`config.mk`:
```
export PLATFORM = sky130hd
export DESIGN_NAME = multdiv_unit_flat
export DESIGN_NICKNAME = d
export VERILOG_FILES = /design/src/rtl/multdiv_unit_if.sv /design/src/rtl/multdiv_unit.sv /design/src/flat_wrapper.sv
export SDC_FILE = /design/constraint.sdc
export NUM_CORES = 1
export LEC_CHECK = 0
export CAP_MARGIN = 10
export CORE_MARGIN = 1.5
export CORE_UTILIZATION = 60
export CTS_BUF_LIST = sky130_fd_sc_hd__clkbuf_16
export CTS_CLUSTER_DIAMETER = 50
export DETAILED_ROUTE_END_ITERATION = 10
export GPL_ROUTABILITY_DRIVEN = 0
export PLACE_DENSITY = 0.85
export SYNTH_ARGS = -nofsm -noshare
export SYNTH_HDL_FRONTEND = slang
export SYNTH_SLANG_ARGS = --single-unit
```
`constraint.sdc`:
```
create_clock -name clock -period 6.91 [get_ports clock]
set_input_delay 0.691 -clock clock [delete_from_list [all_inputs] [get_ports clock]]
set_output_delay 0.691 -clock clock [all_outputs]
set_load 0.03 [all_outputs]
```
`src/rtl/multdiv_unit_if.sv`:
```
// Operand/control/result bundle between the execute stage and the mul/div unit.
interface multdiv_unit_if #(
  parameter int WIDTH = 32
);
  logic [WIDTH-1:0] data_operandA;
  logic [WIDTH-1:0] data_operandB;
  logic             ctrl_MULT;
  logic             ctrl_DIV;
  logic [WIDTH-1:0] data_result;
  logic             data_exception;
  logic             data_resultRDY;
  logic             busy;

  // Pipeline side: supplies operands and start pulses, consumes results.
  modport master (
    output data_operandA, data_operandB, ctrl_MULT, ctrl_DIV,
    input  data_result, data_exception, data_resultRDY, busy
  );

  // Unit side.
  modport slave (
    input  data_operandA, data_operandB, ctrl_MULT, ctrl_DIV,
    output data_result, data_exception, data_resultRDY, busy
  );
endinterface

```
`src/rtl/multdiv_unit.sv`:
```
// Sequential signed multiply/divide: one radix-2 iteration per cycle, fixed
// WIDTH-cycle latency. Both operations work on operand magnitudes and fix the
// sign at completion; the multiply shift-add and the restoring divide share a
// single 2*WIDTH accumulator ({high half, low half} = {partial, multiplier} or
// {remainder, dividend/quotient}).
module multdiv_unit #(
  parameter int WIDTH = 32
) (
  input  logic          clock,
  input  logic          reset,
  multdiv_unit_if.slave md
);
  localparam int CW = $clog2(WIDTH);

  typedef enum logic [1:0] {IDLE, MUL, DIV, DONE} state_t;

  state_t             state_reg;
  logic [CW-1:0]      cnt_reg;
  logic [2*WIDTH-1:0] acc_reg;
  logic [WIDTH-1:0]   mag_reg;      // |A| for multiply, |B| for divide
  logic               sign_reg;     // sign of the final result
  logic               div_zero_reg;
  logic [WIDTH-1:0]   result_reg;
  logic               exception_reg;
  logic               rdy_reg;
  logic               busy_reg;

  function automatic logic [WIDTH-1:0] magnitude(input logic [WIDTH-1:0] v);
    // MIN_INT maps to itself, which is its correct unsigned magnitude.
    return v[WIDTH-1] ? -v : v;
  endfunction

  logic [WIDTH:0]     add_sum;
  logic [2*WIDTH-1:0] mul_step;
  logic [WIDTH:0]     div_shifted;
  logic [WIDTH:0]     div_diff;
  logic [2*WIDTH-1:0] div_step;
  logic [2*WIDTH-1:0] mul_signed;
  logic [WIDTH:0]     ovf_bits;
  logic               mul_ovf;
  logic [WIDTH-1:0]   div_quot;
  logic               last_iter;

  // Next accumulator value for either operation and the signed final results.
  always_comb begin
    add_sum     = {1'b0, acc_reg[2*WIDTH-1:WIDTH]} + {1'b0, mag_reg};
    mul_step    = acc_reg[0] ? {add_sum, acc_reg[WIDTH-1:1]}
                             : {1'b0, acc_reg[2*WIDTH-1:WIDTH], acc_reg[WIDTH-1:1]};
    // Remainder stays below the divisor magnitude, so the shifted value fits WIDTH+1 bits.
    div_shifted = {acc_reg[2*WIDTH-1:WIDTH], acc_reg[WIDTH-1]};
    div_diff    = div_shifted - {1'b0, mag_reg};
    if (!div_diff[WIDTH])
      div_step = {div_diff[WIDTH-1:0], acc_reg[WIDTH-2:0], 1'b1};
    else
      div_step = {div_shifted[WIDTH-1:0], acc_reg[WIDTH-2:0], 1'b0};
    mul_signed  = sign_reg ? -mul_step : mul_step;
    ovf_bits    = mul_signed[2*WIDTH-1:WIDTH-1];
    mul_ovf     = !((&ovf_bits) || (~|ovf_bits));
    div_quot    = sign_reg ? -div_step[WIDTH-1:0] : div_step[WIDTH-1:0];
    last_iter   = (cnt_reg == CW'(WIDTH - 1));
  end

  // Control FSM with registered outputs; reset aborts any operation in flight.
  always_ff @(posedge clock) begin
    if (reset) begin
      state_reg     <= IDLE;
      cnt_reg       <= '0;
      acc_reg       <= '0;
      mag_reg       <= '0;
      sign_reg      <= 1'b0;
      div_zero_reg  <= 1'b0;
      result_reg    <= '0;
      exception_reg <= 1'b0;
      rdy_reg       <= 1'b0;
      busy_reg      <= 1'b0;
    end else begin
      case (state_reg)
        IDLE, DONE: begin
          rdy_reg <= 1'b0;
          if (md.ctrl_MULT || md.ctrl_DIV) begin
            cnt_reg  <= '0;
            busy_reg <= 1'b1;
            sign_reg <= md.data_operandA[WIDTH-1] ^ md.data_operandB[WIDTH-1];
            div_zero_reg <= (md.data_operandB == '0);
            if (md.ctrl_MULT) begin
              state_reg <= MUL;
              mag_reg   <= magnitude(md.data_operandA);
              acc_reg   <= {{WIDTH{1'b0}}, magnitude(md.data_operandB)};
            end else begin
              state_reg <= DIV;
              mag_reg   <= magnitude(md.data_operandB);
              acc_reg   <= {{WIDTH{1'b0}}, magnitude(md.data_operandA)};
            end
          end else begin
            state_reg <= IDLE;
            busy_reg  <= 1'b0;
          end
        end
        MUL: begin
          acc_reg <= mul_step;
          cnt_reg <= cnt_reg + CW'(1);
          if (last_iter) begin
            state_reg     <= DONE;
            result_reg    <= mul_signed[WIDTH-1:0];
            exception_reg <= mul_ovf;
            rdy_reg       <= 1'b1;
            busy_reg      <= 1'b0;
          end
        end
        DIV: begin
          acc_reg <= div_step;
          cnt_reg <= cnt_reg + CW'(1);
          if (last_iter) begin
            state_reg     <= DONE;
            result_reg    <= div_zero_reg ? '0 : div_quot;
            exception_reg <= div_zero_reg;
            rdy_reg       <= 1'b1;
            busy_reg      <= 1'b0;
          end
        end
        default: state_reg <= IDLE;
      endcase
    end
  end

  assign md.data_result    = result_reg;
  assign md.data_exception = exception_reg;
  assign md.data_resultRDY = rdy_reg;
  assign md.busy           = busy_reg;
endmodule

```
`src/flat_wrapper.sv`:
```
// flat-port wrapper written by rule: the top's interface ports become plain ports
module multdiv_unit_flat 
#(
  parameter int WIDTH = 32
)
  (clock, reset, md_data_operandA, md_data_operandB, md_ctrl_MULT, md_ctrl_DIV, md_data_result, md_data_exception, md_data_resultRDY, md_busy);
  multdiv_unit_if #(.WIDTH(WIDTH)) md_i ();
  input  logic clock;
  input  logic reset;
  input wire logic [$bits(md_i.data_operandA)-1:0] md_data_operandA;
  input wire logic [$bits(md_i.data_operandB)-1:0] md_data_operandB;
  input wire logic [$bits(md_i.ctrl_MULT)-1:0] md_ctrl_MULT;
  input wire logic [$bits(md_i.ctrl_DIV)-1:0] md_ctrl_DIV;
  output wire logic [$bits(md_i.data_result)-1:0] md_data_result;
  output wire logic [$bits(md_i.data_exception)-1:0] md_data_exception;
  output wire logic [$bits(md_i.data_resultRDY)-1:0] md_data_resultRDY;
  output wire logic [$bits(md_i.busy)-1:0] md_busy;
  assign md_i.data_operandA = md_data_operandA;
  assign md_i.data_operandB = md_data_operandB;
  assign md_i.ctrl_MULT = md_ctrl_MULT;
  assign md_i.ctrl_DIV = md_ctrl_DIV;
  assign md_data_result = md_i.data_result;
  assign md_data_exception = md_i.data_exception;
  assign md_data_resultRDY = md_i.data_resultRDY;
  assign md_busy = md_i.busy;
  multdiv_unit #(.WIDTH(WIDTH)) u_core (.clock(clock), .reset(reset), .md(md_i));
endmodule
```
; Word level (Yosys, flattened, before mapping)
; Cells that the tools add are included.
; Widths: inputs -> output; s select.
[word_totals]
elab_cells = 67
inputBits = 68
reg_bits = 140
out_inout_bits = 35
[op_classes]
n_eq_ne = 8
n_mux = 28
reduce_logical = 13
add_sub_neg = 7
bitwise_logic = 1
[ops]
columns = cell, count
row1 = $mux 32, 8
row2 = $mux 64, 4
row3 = $pmux 64 s3, 1
row4 = $neg 32->32, 3
row5 = $neg 64->64, 1
row6 = $pmux 32 s2, 1
row7 = $add 32x32->33, 1
row8 = $reduce_and 33->1, 1
row9 = $reduce_or 33->1, 1
row10 = $sub 33x32->33, 1
row11 = $logic_not 32->1, 1
row12 = $pmux 5 s2, 1
row13 = $ne 2x1->1 const B, 4
row14 = $mux 2, 3
row15 = $pmux 1 s2, 3
row16 = $add 5x1->5 const B, 1
row17 = $eq 5x5->1 const B, 1
row18 = $mux 1, 5
row19 = $mux 5, 1
row20 = $eq 2x2->1 const B, 2
row21 = $pmux 2 s2, 1
row22 = $reduce_or 2->1, 2
row23 = $reduce_and 3->1, 1
row24 = $eq 2x1->1 const B, 1
row25 = 6 further kinds, 8

; Depth between registers and ports, before layout
; Gate-level depths: netlist of the first run.
[depth]
depth_word = 10
depth_mapped = 25
depth_no_buf = 22

; Worst setup path before layout of the first run
; Ideal clock, no wire load.
[synth_timing]
kind = register to register
from = register u_core.acc_reg[31]
to = register u_core.result_reg[28] (netlist: u_core.md.data_result[28])
n_path_buf = 3
setup_time_ns = 0.128
setup_slack_ns = 2.146
synth_period_minus_slack_ns = 4.764
arrival_time_ns = 4.637
t_required_ns = 6.782
stages_incl_launch_ff = 26
cell_sequence = dfxtp_1 inv_1 ha_1 inv_1 fa_1 a21o_1 a21oi_1 o21bai_1 a21oi_1 a211oi_1 o311a_1 nor3b_1 o211a_1 buf_2 nor3_4 xnor2_4 clkinv_1 buf_2 ha_1 clkbuf_1 nand2_1 o41ai_1 xor2_1 o221ai_1 o21ai_0 nor2_1
[synth_via]
elab_chain_len = 7
[synth_rtl]
columns = element, line
row1 = "start, declared", multdiv_unit.sv:19  ; logic [2*WIDTH-1:0] acc_reg;
row2 = "start signal, assigned", multdiv_unit.sv:88  ; acc_reg <= {{WIDTH{1'b0}}, magnitude(md.data_operandB)};
row3 = "start signal, assigned", multdiv_unit.sv:92  ; acc_reg <= {{WIDTH{1'b0}}, magnitude(md.data_operandA)};
row4 = "start signal, assigned", multdiv_unit.sv:100  ; acc_reg <= mul_step;
row5 = $sub 33x32->33, multdiv_unit.sv:51  ; div_diff = div_shifted - {1'b0, mag_reg};
row6 = $mux 64, multdiv_unit.sv:52  ; if (!div_diff[WIDTH])
row7 = $neg 32->32, multdiv_unit.sv:59  ; div_quot = sign_reg ? -div_step[WIDTH-1:0] : div_step[WIDTH-1:0];
row8 = $mux 32, multdiv_unit.sv:59
row9 = $mux 32, multdiv_unit.sv:115  ; result_reg <= div_zero_reg ? '0 : div_quot;
row10 = $mux 32, multdiv_unit.sv:113  ; if (last_iter) begin
row11 = $pmux 32 s2, multdiv_unit.sv:77  ; case (state_reg)
row12 = "end signal, assigned", multdiv_unit.sv:104  ; result_reg <= mul_signed[WIDTH-1:0];
row13 = "end signal, assigned", multdiv_unit.sv:115
row14 = "end, declared", multdiv_unit.sv:23  ; logic [WIDTH-1:0] result_reg;
; Every way passes these cells. The select of a mux whose other input is x is not followed.
; A chain may end at the register's enable or synchronous reset.

; Final worst setup path of the first run
; Same ends and word-level chain as after synthesis.

==> impl_metrics.csv, run 1 <==
group,metric,value,unit
sta,finClkSkew,0.0158,ns
yosys,synthCells,2092,
yosys,synth_area,15100,um2
die,fp.dieW,162,um
sta,final.setup.tns,0,ns
layout,nets,2214,
clock_tree,postCtsSetupRepairBufs,0,
global_route,grtUsageTotal,0.372,
yosys,synth-edff-count,0,
yosys,synth_nets,2234,
min_path,hold_start,"u_core.md.data_result[22]",
sta,setup_viol,0,
global_route,antenna_found_initial,0,
layout,area_growth,10.2,%
setup_path,cp.required,7.22,ns
setup_path,endpoint_kind,"flop",
die,die_h,162,um
sta,report.final.hold_viol_count,0,
power_and_ir_drop,ir_drop,0.000388,V
yosys,ys_types,105,
setup_path,crit_family,"compound AO/OA/AOI/OAI gates",
drt,ant_nets,0,
sta,fmax,186,MHz
global_route,busiest_layer,"met2",
clock_tree,path_clk_slew,0.07,ns
layout,fin_cells,2409,
clock_tree,cts_hold_buf,0,
setup_path,r2r_slack,1.53,ns
setup_path,crit_chain,"inv_1 -> ha_1 -> inv_1 -> fa_1 -> a21o_1 -> a21oi_1 -> o21bai_1 -> a21oi_1 -> a211oi_1 -> o311a_1 -> nor3b_1 -> o211a_1 -> nor3_4 -> xnor2_4 -> clkinv_1 -> ha_1 -> nand2_1 -> o41ai_1 -> xor2_1 -> o221ai_1 -> o21ai_0 -> nor2_1",
clock_tree,cts_max_path_buffers,2,
power_and_ir_drop,p_per_area,370,nW/um2
min_path,whs_path_depth,2,
clock_tree,root_buffer,"clkbuf_16",
drt,first_iter_violations,2031,
drt,via_per_inst,6.90,
setup_path,critPathSlowestCell,"o311a_1",
yosys,seq_area_frac_synth,0.186,
place,place_area,16000,um2
clock_tree,cts_made_buffers,17,
sta,min_period,5.38,ns
die,ios,103,
setup_path,r2r-start,"u_core.acc_reg[31]",
drt,wl,49200,um
sta,slew_viol_final,0,
setup_path,cpPeakStageDelay,0.42,ns
die,num_rows,57,
place,port_buffers,102,
global_route,met2_usage,0.583,
clock_tree,ctsResizeCount,0,
yosys,avgSynthCellArea,7.21,um2
yosys,yosys_most_used_dff,"dfxtp_1",
yosys,yosys_register_bits,140,
layout,drive_above_1_share,0.0600,
global_route,gr-usage-met1,0.484,
layout,final_cell_area,16600,um2
die,fp.dieArea,26100,um2
die,coreArea,24500,um2
global_route,grt_pass1_vias,15300,
clock_tree,htree_num_levels,4,
min_path,min_path_type,"reg2reg",
drt,via_count,16600,
global_route,grt_start_max_net_pins,78,
outcome,outcome,"finished, final reports clean",
layout,largest_register_ffs,64,
global_route,grt_use_met3,0.0778,
clock_tree,cts_tree,"built",
place,place_hpwl,36800,um
global_route,grt_overflow,0,
job,maxCapViolations,0,
global_route,grt_pass1_wl,78700,um
yosys,synth_warnings,0,
sta,max-slew-margin-rel,0.212,
yosys,synth-async-reset-ratio,0,
die,start_util,0.616,
layout,n_antenna_cell,0,
setup_path,cp_num_buf_inv,3,
clock_tree,clock-sinks,140,
setup_path,timing.critical_path.from_type,"flop",
min_path,whs_endpoint,"u_core.md.data_result[22]",
drt,drtPass1Iterations,8,
sta,rsz0062_at_grt,"no",
sta,worst_pin_slew,1.18,ns
clock_tree,worstSkewPairLatency,0.44,ns
power_and_ir_drop,p_leak,6.34,nW
setup_path,worst-path-max-fanout,9,
drt,post-route-drc-count,0,
sta,fin_crit_sh,0.779,
setup_path,critPathKind,"reg2reg",
setup_path,worstPathArrival,5.69,ns
drt,post_drt_wl_per_cell,20.4,um
layout,post-route-util,0.679,
setup_path,reg2regPathDepth,22,
setup_path,reg2reg_to,"u_core.md.data_result[28]",
place,dp_cells,2377,
report_power, final:
part	internal (mW)	switching (mW)	leakage, nW
Clock	0.523	0.443	0.301
Combinational	1.41	2.36	4.89
Sequential	1.03	0.391	1.15
through the flow:
step                total power, mW  hold slack (ns)  setup WS, ns
global placement               4.92            0.447          1.92
CTS                            6.02            0.457          1.64
floorplan                      4.11            0.448          2.15
detailed placement             5.03            0.446          1.76
finish                         6.15            0.456          1.53
global route                   6.54            0.473          1.27
area by class of cell:
cell class                      instances  area, um2
Clock buffer                           17        425
Tap cell                              324        405
Sequential cell                       140       2810
Multi-Input combinational cell       1721      11400
Clock inverter                         15        190
Timing Repair Buffer                  118       1130
Inverter                               74        278
Fill cell                            2021       7850
how the worst max path moves through the flow:
stage | startpoint | end | slack, ns | depth (start not counted)
floorplan | u_core.acc_reg[31] | u_core.md.data_result[28] | 2.15 | 25
global placement | u_core.acc_reg[31] | u_core.md.data_result[28] | 1.92 | 22
finish | u_core.acc_reg[31] | u_core.md.data_result[28] | 1.53 | 22
CTS | u_core.acc_reg[31] | u_core.md.data_result[28] | 1.64 | 22
global route | u_core.acc_reg[31] | u_core.md.data_result[28] | 1.27 | 22
detailed placement | u_core.acc_reg[31] | u_core.md.data_result[28] | 1.76 | 22
cells in the mapped netlist (10+ instances only):
cell type	n	area, um2
nand2_1	219	822
o41ai_1	14	123
o221ai_1	36	315
nor4_1	27	169
a31oi_1	27	169
and3_1	22	138
a22oi_1	24	180
clkbuf_1	109	409
and2_1	11	68.8
xnor2_1	84	736
or2_2	20	125
nand4_1	29	181
o211ai_1	27	203
a21o_1	27	203
nor2b_1	27	169
a221oi_1	32	280
o21a_1	20	150
mux2i_1	52	521
or4_1	10	75.1
o31a_1	10	87.6
nor3_1	43	215
a21oi_1	164	821
o21bai_1	10	75.1
o31ai_1	24	180
inv_1	73	274
dfxtp_1	140	2800
nor2_1	199	747
xor2_1	79	692
nand3_1	28	140
a211oi_1	31	233
buf_2	22	110
nand2b_1	19	119
o21ai_0	134	671
buf_1	20	75.1
or3_1	38	238
ha_1	72	901
worst register-to-register path, cell delays in order (launching register included):
cell and delay [ns]:
dfxtp_1 0.36, inv_1 0.11, ha_1 0.17, inv_1 0.06, fa_1 0.41, a21o_1 0.20, a21oi_1 0.23, o21bai_1 0.11
a21oi_1 0.31, a211oi_1 0.20, o311a_1 0.42, nor3b_1 0.21, o211a_1 0.37, nor3_4 0.32, xnor2_4 0.22, clkinv_1 0.12
ha_1 0.39, nand2_1 0.16, o41ai_1 0.39, xor2_1 0.18, o221ai_1 0.13, o21ai_0 0.14, nor2_1 0.05
logic make-up (layout without fill, tap and decap cells):
kind of cell,Yosys count,count (layout),synth area share
xor gates and xnor gates,164,164,0.0965
adders and majority gates,74,74,0.0624
buffers and inverters,231,224,0.0608
AOI/OAI and AO/OA,682,682,0.309
and+or+nand+nor,743,743,0.246
muxes,58,58,0.0392
DFF,140,140,0.186
routing by layer:
metal,vias up,share of wire
li1,7696,-
met4,0,0.049
met2,1117,0.43
met1,7638,0.39
met3,171,0.13
met5,-,0
cells in the final DEF (no fill, tap or decap), types with 14 or more instances in the layout:
master / n
a211oi_1: 31
a21o_1: 27
a21oi_1: 164
a221oi_1: 32
a22oi_1: 24
a31oi_1: 27
and3_1: 22
buf_4: 17
clkbuf_16: 17
clkdlybuf4s50_1: 100
dfxtp_1: 138
ha_1: 71
inv_1: 73
mux2i_1: 52
nand2_1: 219
nand2b_1: 19
nand3_1: 28
nand4_1: 29
nor2_1: 197
nor2b_1: 26
nor3_1: 43
nor4_1: 27
o211ai_1: 27
o21a_1: 20
o21ai_0: 134
o221ai_1: 36
o31ai_1: 24
o41ai_1: 14
or2_2: 20
or3_1: 38
xnor2_1: 84
xor2_1: 79
Note: power is estimated with default switching activity, not from simulation.
==> run 2, diff against run 1 <==
==> constraint.sdc (replaced) <==
create_clock -name clock -period 5.3 [get_ports clock]
set_input_delay 0.53 -clock clock [delete_from_list [all_inputs] [get_ports clock]]
set_output_delay 0.53 -clock clock [all_outputs]
set_load 0.03 [all_outputs]
==> impl_metrics.csv, run 2 (same netlist as run 1, synthesis figures left out) <==
group,metric,value,unit
layout,final_cell_mix,"219 x nand2_1, 197 x nor2_1, 164 x a21oi_1, 138 x dfxtp_1, 134 x o21ai_0",
clock_tree,htree_num_levels,4,
clock_tree,worstSkewPairLatency,0.46,ns
place,place_hpwl,37100,um
power_and_ir_drop,ir_drop,0.000700,V
drt,post-route-drc-count,0,
power_and_ir_drop,finalPower,8.07,mW
drt,ant_nets,0,
sta,max-slew-margin-rel,0.219,
job,maxCapViolations,0,
sta,final.setup.tns,0,ns
global_route,grt_start_max_net_pins,96,
sta,worst_pin_slew,1.17,ns
setup_path,critPathSlowestCell,"mux2i_1",
layout,n_antenna_cell,0,
outcome,outcome,"finished, final reports clean",
clock_tree,cts_max_path_buffers,2,
clock_tree,clock-sinks,140,
setup_path,timing.critical_path.from_type,"flop",
layout,largest_register_ffs,64,
setup_path,worstPathArrival,5.37,ns
setup_path,crit_chain,"ha_1 -> fa_1 -> a211oi_2 -> o211ai_1 -> and4_4 -> nor4_1 -> a211oi_1 -> mux2i_1 -> o211ai_4 -> or4_4 -> or2_4 -> o21a_1 -> o32ai_1 -> nand4_1 -> o211a_1",
clock_tree,path_clk_slew,0.09,ns
die,ios,103,
global_route,grt_pass1_vias,15000,
drt,drtPass1Iterations,6,
sta,finClkSkew,0.0209,ns
drt,via_count,16700,
global_route,grtUsageTotal,0.377,
setup_path,cpPeakStageDelay,0.67,ns
min_path,min_path_type,"reg2reg",
sta,rsz0062_at_grt,"no",
layout,final_common_cell,"nand2_1",
sta,fin_crit_sh,0.949,
setup_path,endpoint_kind,"flop",
die,fp.dieArea,26100,um2
setup_path,worst-path-max-fanout,7,
layout,fin_cells,2419,
setup_path,r2r_slack,0.27,ns
layout,post-route-util,0.684,
drt,wl,50100,um
global_route,grt_overflow,0,
power_and_ir_drop,p_per_area,482,nW/um2
power_and_ir_drop,p_leak,6.40,nW
clock_tree,cts_hold_buf,0,
sta,report.final.hold_viol_count,0,
clock_tree,cts_tree,"built",
die,num_rows,57,
global_route,grt_pass1_wl,79600,um
layout,area_growth,10.9,%
place,port_buffers,102,
layout,multi_input_area,11400,um2
layout,drive_above_1_share,0.0659,
setup_path,critPathKind,"reg2reg",
sta,slew_viol_final,0,
global_route,antenna_found_initial,0,
layout,nets,2224,
sta,setup_viol,0,
die,fp.dieW,162,um
die,die_h,162,um
setup_path,cp.required,5.64,ns
die,start_util,0.616,
layout,fillers,1997,
layout,seq_area,2810,um2
clock_tree,cts_made_buffers,17,
place,dp_cells,2382,
clock_tree,root_buffer,"clkbuf_16",
sta,fmax,199,MHz
drt,via_per_inst,6.91,
die,coreArea,24500,um2
drt,post_drt_wl_per_cell,20.7,um
sta,min_period,5.03,ns
drt,first_iter_violations,2244,
-- run 2: critical path, delay by kind of cell (launching register included) --
family | cells | cell delay [ns]
AND/OR/NAND/NOR | 5 | 1.53
multiplexers | 1 | 0.67
flip-flops | 1 | 0.39
adder cells (fa/ha/maj) | 2 | 0.72
AO/OA/AOI/OAI | 7 | 1.59
-- run 2: per-stage QoR --
step	cell area [um2]	setup slack, ns	hold WS, ns
2_1_floorplan	15100	0.536	0.448
3_3_place_gp	16000	0.263	0.446
3_5_place_dp	16000	0.201	0.448
4_1_cts	16700	0.160	0.460
5_1_grt	16700	0.0406	0.478
6_report	16700	0.272	0.457
-- run 2: final cells by class --
class,instances,share of cell area
Timing Repair Buffer,128,0.0729
Tap cell,324,0.0242
Inverter,74,0.0166
Clock inverter,15,0.0119
Clock buffer,17,0.0254
Sequential cell,140,0.168
Multi-Input combinational cell,1721,0.681
-- run 2: per-layer routing --
layer / track usage / vias to the layer above / part of all wire
li1: - / 7707 / -
met1: 0.498 / 7682 / 0.38
met2: 0.578 / 1154 / 0.44
met3: 0.0760 / 180 / 0.13
met4: 0.199 / 0 / 0.051
met5: 0 / - / 0
-- run 2: worst paths after layout --
path | start | to | cells past startpoint
worst max-delay path | u_core.acc_reg[32] | u_core.md.data_exception | 15
worst min-delay path | u_core.md.data_result[22] | u_core.md.data_result[22] | 2
worst max register to register | u_core.acc_reg[32] | u_core.md.data_exception | 15
worst min register to register | u_core.md.data_result[22] | u_core.md.data_result[22] | 2
-- run 2: what timing repair did --
item,in CTS,in global routing
buffers inserted,0,3
setup endpoints to repair,0,14
resized for setup,0,3
-- run 2: power by group --
part,leakage [nW],total (mW),switching (mW),internal (mW)
combinational,4.95,4.99,3.13,1.87
sequential,1.15,1.81,0.478,1.34
clock,0.300,1.26,0.616,0.644
total,6.40,8.07,4.22,3.85
